==> src/rtl/piso_pkg.sv <==
// Shared types, parity mode encodings and frame-length helper for the serial
// transmit shifter.
package piso_pkg;

  typedef enum logic [0:0] {
    PISO_IDLE  = 1'b0,
    PISO_SHIFT = 1'b1
  } piso_state_e;

  localparam int unsigned PAR_NONE = 0;
  localparam int unsigned PAR_EVEN = 1;
  localparam int unsigned PAR_ODD  = 2;

  // Number of line bits per frame: data bits plus an optional parity bit.
  function automatic int unsigned frame_len(input int unsigned width,
                                            input int unsigned parity);
    return width + ((parity != PAR_NONE) ? 1 : 0);
  endfunction

endpackage

==> src/rtl/piso_serializer.sv <==
// Parallel-in/serial-out shifter with valid/ready load, selectable bit order,
// optional parity, done pulse and gapless back-to-back frames.
module piso_serializer
  import piso_pkg::*;
#(
  parameter int unsigned WIDTH     = 8,
  parameter int unsigned MSB_FIRST = 0,
  parameter int unsigned PARITY    = PAR_NONE,
  parameter logic        IDLE_BIT  = 1'b1
) (
  input  logic             clk,
  input  logic             reset,
  input  logic [WIDTH-1:0] data_in,
  input  logic             load_valid,
  output logic             load_ready,
  input  logic             bit_en,
  output logic             data_out,
  output logic             busy,
  output logic             done
);

  localparam int unsigned FLEN = frame_len(WIDTH, PARITY);
  localparam int unsigned CW   = $clog2(FLEN + 1);

  piso_state_e     state_q, state_d;
  logic [FLEN-1:0] sreg_q, sreg_d;
  logic [CW-1:0]   cnt_q, cnt_d;
  logic            dout_q, dout_d;
  logic            done_q, done_d;

  logic            last_bit;
  logic            accept;
  logic            par_bit;
  logic [FLEN-1:0] load_word;

  // Handshake and last-bit detection; ready opens on the final strobe so the
  // next word is loaded without an idle gap.
  always_comb begin
    last_bit   = (state_q == PISO_SHIFT) && (cnt_q == CW'(1)) && bit_en;
    load_ready = !reset && ((state_q == PISO_IDLE) || last_bit);
    accept     = load_valid && load_ready;
  end

  // Frame image: bit order resolved here so the register always shifts toward
  // index 0; parity sits above the last data bit.
  always_comb begin
    par_bit   = (PARITY == PAR_ODD) ? ~^data_in : ^data_in;
    load_word = {FLEN{IDLE_BIT}};
    for (int unsigned i = 0; i < WIDTH; i++) begin
      load_word[i] = (MSB_FIRST != 0) ? data_in[WIDTH-1-i] : data_in[i];
    end
    if (PARITY != PAR_NONE) begin
      load_word[FLEN-1] = par_bit;
    end
  end

  // Next-state: load wins over shifting, so a load on the last strobe
  // replaces the exhausted frame directly.
  always_comb begin
    state_d = state_q;
    sreg_d  = sreg_q;
    cnt_d   = cnt_q;
    done_d  = last_bit;
    if (accept) begin
      state_d = PISO_SHIFT;
      sreg_d  = load_word;
      cnt_d   = CW'(FLEN);
    end else if ((state_q == PISO_SHIFT) && bit_en) begin
      sreg_d = {IDLE_BIT, sreg_q[FLEN-1:1]};
      cnt_d  = cnt_q - CW'(1);
      if (cnt_q == CW'(1)) begin
        state_d = PISO_IDLE;
      end
    end
    dout_d = (state_d == PISO_SHIFT) ? sreg_d[0] : IDLE_BIT;
  end

  // State registers with synchronous reset; reset abandons a frame silently.
  always_ff @(posedge clk) begin
    if (reset) begin
      state_q <= PISO_IDLE;
      sreg_q  <= {FLEN{IDLE_BIT}};
      cnt_q   <= '0;
      dout_q  <= IDLE_BIT;
      done_q  <= 1'b0;
    end else begin
      state_q <= state_d;
      sreg_q  <= sreg_d;
      cnt_q   <= cnt_d;
      dout_q  <= dout_d;
      done_q  <= done_d;
    end
  end

  assign data_out = dout_q;
  assign busy     = (state_q == PISO_SHIFT);
  assign done     = done_q;

endmodule

==> config.mk <==
export PLATFORM = sky130hd
export DESIGN_NAME = piso_serializer
export DESIGN_NICKNAME = d
export VERILOG_FILES = /design/src/rtl/piso_pkg.sv /design/src/rtl/piso_serializer.sv
export SDC_FILE = /design/constraint.sdc
export NUM_CORES = 1
export LEC_CHECK = 0
export ABC_AREA = 1
export CORE_MARGIN = 2
export CORE_UTILIZATION = 47
export CTS_CLUSTER_SIZE = 16
export DETAILED_ROUTE_END_ITERATION = 10
export PLACE_DENSITY = 0.79
export SYNTH_ARGS = -nofsm -noshare
export SYNTH_HDL_FRONTEND = slang
export SYNTH_SLANG_ARGS = --single-unit
export TNS_END_PERCENT = 30
==> constraint.sdc <==
create_clock -name clk -period 1.7 [get_ports clk]
set_clock_uncertainty 0.2 [all_clocks]
set_input_delay 0.255 -clock clk [delete_from_list [all_inputs] [get_ports clk]]
set_output_delay 0.255 -clock clk [all_outputs]
set_load 0.01 [all_outputs]
==> flow_metrics.env <==
export IMPL_final_layout_size_suffix_gt1_share_pct=27.8
export IMPL_filler_cell_count=106
export IMPL_yosys_cell_count_top_type="nand2_1"
export IMPL_place_detailed_hpwl_um=1320
export IMPL_period_share_pct=97.3
export IMPL_dr_max_layer_used="met3"
export IMPL_vias_per_cell=5.40
export IMPL_syn_inst=91
export IMPL_drv_slew=0
export IMPL_route_met2_wl_um=957
export IMPL_combined_area_of_the_multi_input_logic_cells_um2=393
export IMPL_final_area_um2=1060
export IMPL_maxCapViolations=0
export IMPL_pre_cts_slack_ns=-0.472
export IMPL_seq_area_frac_synth_pct=42.3
export IMPL_result_of_the_run="finished, final reports clean"
export IMPL_fp_row_count=14
export IMPL_area_sequential_um2=303
export IMPL_numPortBuffers=15
export IMPL_avgRoutedWirePerCell_um=12.4
export IMPL_grt_ovfl_total=0
export IMPL_worstSetupEndpointType="output port"
export IMPL_power_density_nw_per_um2=746
export IMPL_setup_violations_final=0
export IMPL_path_max_fanout=2
export IMPL_maximum_vdd_drop_mv=0.635
export IMPL_worstSkewPairLatency_ns=0.28
export IMPL_yosysTopAreaCellShare_pct=42.3
export IMPL_global_route_usage_total_pct=20.7
export IMPL_cts_tree="done"
export IMPL_p_leak_uw=0.000489
export IMPL_fp_coreArea_um2=1450
export IMPL_post_synth_edffs=0
export IMPL_rsz0062_at_grt="yes"
export IMPL_rr_worst_depth=7
export IMPL_dr_first_iter_drc_count=14
export IMPL_die_footprint_um2=1840
export IMPL_gp_congestion=0.817
export IMPL_worst_endpoint_required_ns=1.24
export IMPL_worst_ep_arrival_time_ns=1.20
export IMPL_ys_warnings_count=0
export IMPL_comb_power_share_pct=24.8
export IMPL_crit_path_start_kind="flip-flop"
export IMPL_drc=0
export IMPL_min_delay_path_class="reg2reg"
export IMPL_synthesis_area_per_instance_um2=7.81
export IMPL_die_h_um=42.9
export IMPL_pin_count_of_the_biggest_net_entering_global_routing=11
export IMPL_detail_route_first_pass_iterations=4
export IMPL_ctsRootBufferMaster="clkbuf_4"
export IMPL_chipWidth_um=42.9
export IMPL_synth_cell_area_um2=711
export IMPL_synth_ff_latch_count=15
export IMPL_io_pins=16
export IMPL_power_share_clock_pct=25.8
export IMPL_timing_hold_worst_path_depth=2
export IMPL_vias=767
export IMPL_drtAntennaViolNets=0
export IMPL_power_frac_seq_pct=49.4
export IMPL_clock_transition_at_the_registers_of_the_reported_paths_ns=0.09
export IMPL_antenna_found_initial=0
export IMPL_detailroute_wirelength_met3_um=94
export IMPL_layout_area_overhead_vs_synth_pct=49.6
export IMPL_ys_types=22
export IMPL_clock_tree_buffer_depth=2
export IMPL_ys_async_sr_fraction_pct=0
export IMPL_num_antenna_cells=0
export IMPL_start_util_pct=48.9
export IMPL_tightest_slew_ns=0.318
export IMPL_numClockSinks=15
export IMPL_drt_total_wl_um=1760
export IMPL_synth_net_count=105
export IMPL_design_final_nets=141
export IMPL_total_switching_power_uw=223
export IMPL_synth_largest_area_cell="dfxtp_1"
export IMPL_synth_top_cells_by_count="22 x nand2_1, 15 x dfxtp_1, 12 x nand3_1"
export IMPL_achievable_frequency_mhz=605
export IMPL_post_route_worst_setup_slack_ns=0.0464
export IMPL_m1WireLength_um=706
export IMPL_placed_cell_area_um2=1000
export IMPL_synth_area_leaders="dfxtp_1 42%, nand2_1 12%, nand3_1 8.5%"
export IMPL_cts_htree_levels=1
export IMPL_timing_final_crit_period_ns=1.65
export IMPL_postLayoutCoreUtil_pct=73.1
export IMPL_finalHoldViolations=0
export IMPL_postSynth_topFlopCell="dfxtp_1"
export IMPL_criticalPathCategory="reg2out"
export IMPL_grt_pass1_vias=721
export IMPL_p_int_uw=570
export IMPL_max_slew_margin_rel_pct=78.7
export IMPL_grt_pass1_wl_um=2880
export IMPL_switching_share_pct=28.2
export IMPL_number_of_cts_inserted_buffers=3
[critical path, cell delays in order (launching register included)]
cell,delay (ns)
dfxtp_1,0.34
nor2_2,0.18
nand3_4,0.11
a21oi_4,0.14
buf_2,0.14
[kinds of logic after synthesis]
| group | after synthesis | synth area share [%] |
|---|---|---|
| adder cells (fa/ha/maj) | 2 | 3.52 |
| AND/OR/NAND/NOR | 48 | 33.5 |
| flip-flops | 15 | 42.3 |
| XOR/XNOR | 1 | 1.23 |
| buffers and inverters | 12 | 6.87 |
| AO/OA/AOI/OAI | 13 | 12.7 |
[placed cells by master (no fill, tap or decap), types with 3 or more instances in the layout]
cell type / netlist / routed
nor2_1: 5 / 5
clkbuf_4: 0 / 3
nand3_1: 12 / 12
nand2_1: 22 / 22
clkdlybuf4s50_1: 0 / 12
a21oi_1: 4 / 3
inv_1: 9 / 8
dfxtp_1: 15 / 13
a31oi_1: 7 / 7
buf_4: 0 / 17
[power by group through the flow]
stage / clock [uW] / sequential (uW) / combinational (uW)
final: 205 / 392 / 197
after global placement: 0 / 396 / 183
after floorplan: 0 / 400 / 91.4
after CTS: 206 / 391 / 192
after detailed placement: 0 / 397 / 189
after global routing: 220 / 394 / 218
[through the flow]
step	TNS, ns	total power, uW	hold WS (ns)	instances
after floorplan	0	491	0.174	91
after global placement	-0.991	579	0.252	137
after detailed placement	-1.60	586	0.258	137
after CTS	0	789	0.283	141
after global routing	-0.0165	832	0.331	142
final	0	793	0.280	142
[cell type report]
type | instances | share of cell area, %
clock buffers | 4 | 2.47
inverters | 10 | 3.76
multi-input cells | 64 | 36.9
flip-flops and latches | 15 | 28.5
well taps | 16 | 1.88
repair buffers | 33 | 26.5
[routing by layer]
| layer | up-vias | GRT usage (%) |
|---|---|---|
| li1 | 377 | - |
| met1 | 372 | 24.2 |
| met2 | 18 | 36.7 |
| met3 | 0 | 7.23 |
| met4 | 0 | 3.13 |
| met5 | - | 0 |
[repair_timing]
action / 4_1_cts / 5_1_grt
hold buffers: 0 / 0
buffers inserted: 0 / 1
setup endpoints to repair: 2 / 1
pin swaps: 1 / 1
endpoints found under the hold margin: 0 / 0
gates cloned: 0 / 0
gates resized for setup: 13 / 2
[sequential cells by signal, summed over array words and instances, names as in the netlist]
register / flops
done: 1
cnt_q: 4
sreg_q: 8
data_out: 1
busy: 1
[worst paths after layout]
path,startpoint,slack (ns),endpoint
setup reg to reg,cnt_q[1],0.27,sreg_q[2]
setup / recovery,cnt_q[3],0.05,load_ready
hold / removal,sreg_q[1],0.28,sreg_q[1]
hold reg to reg,sreg_q[1],0.28,sreg_q[1]
Power figures use the tool's default switching activity.
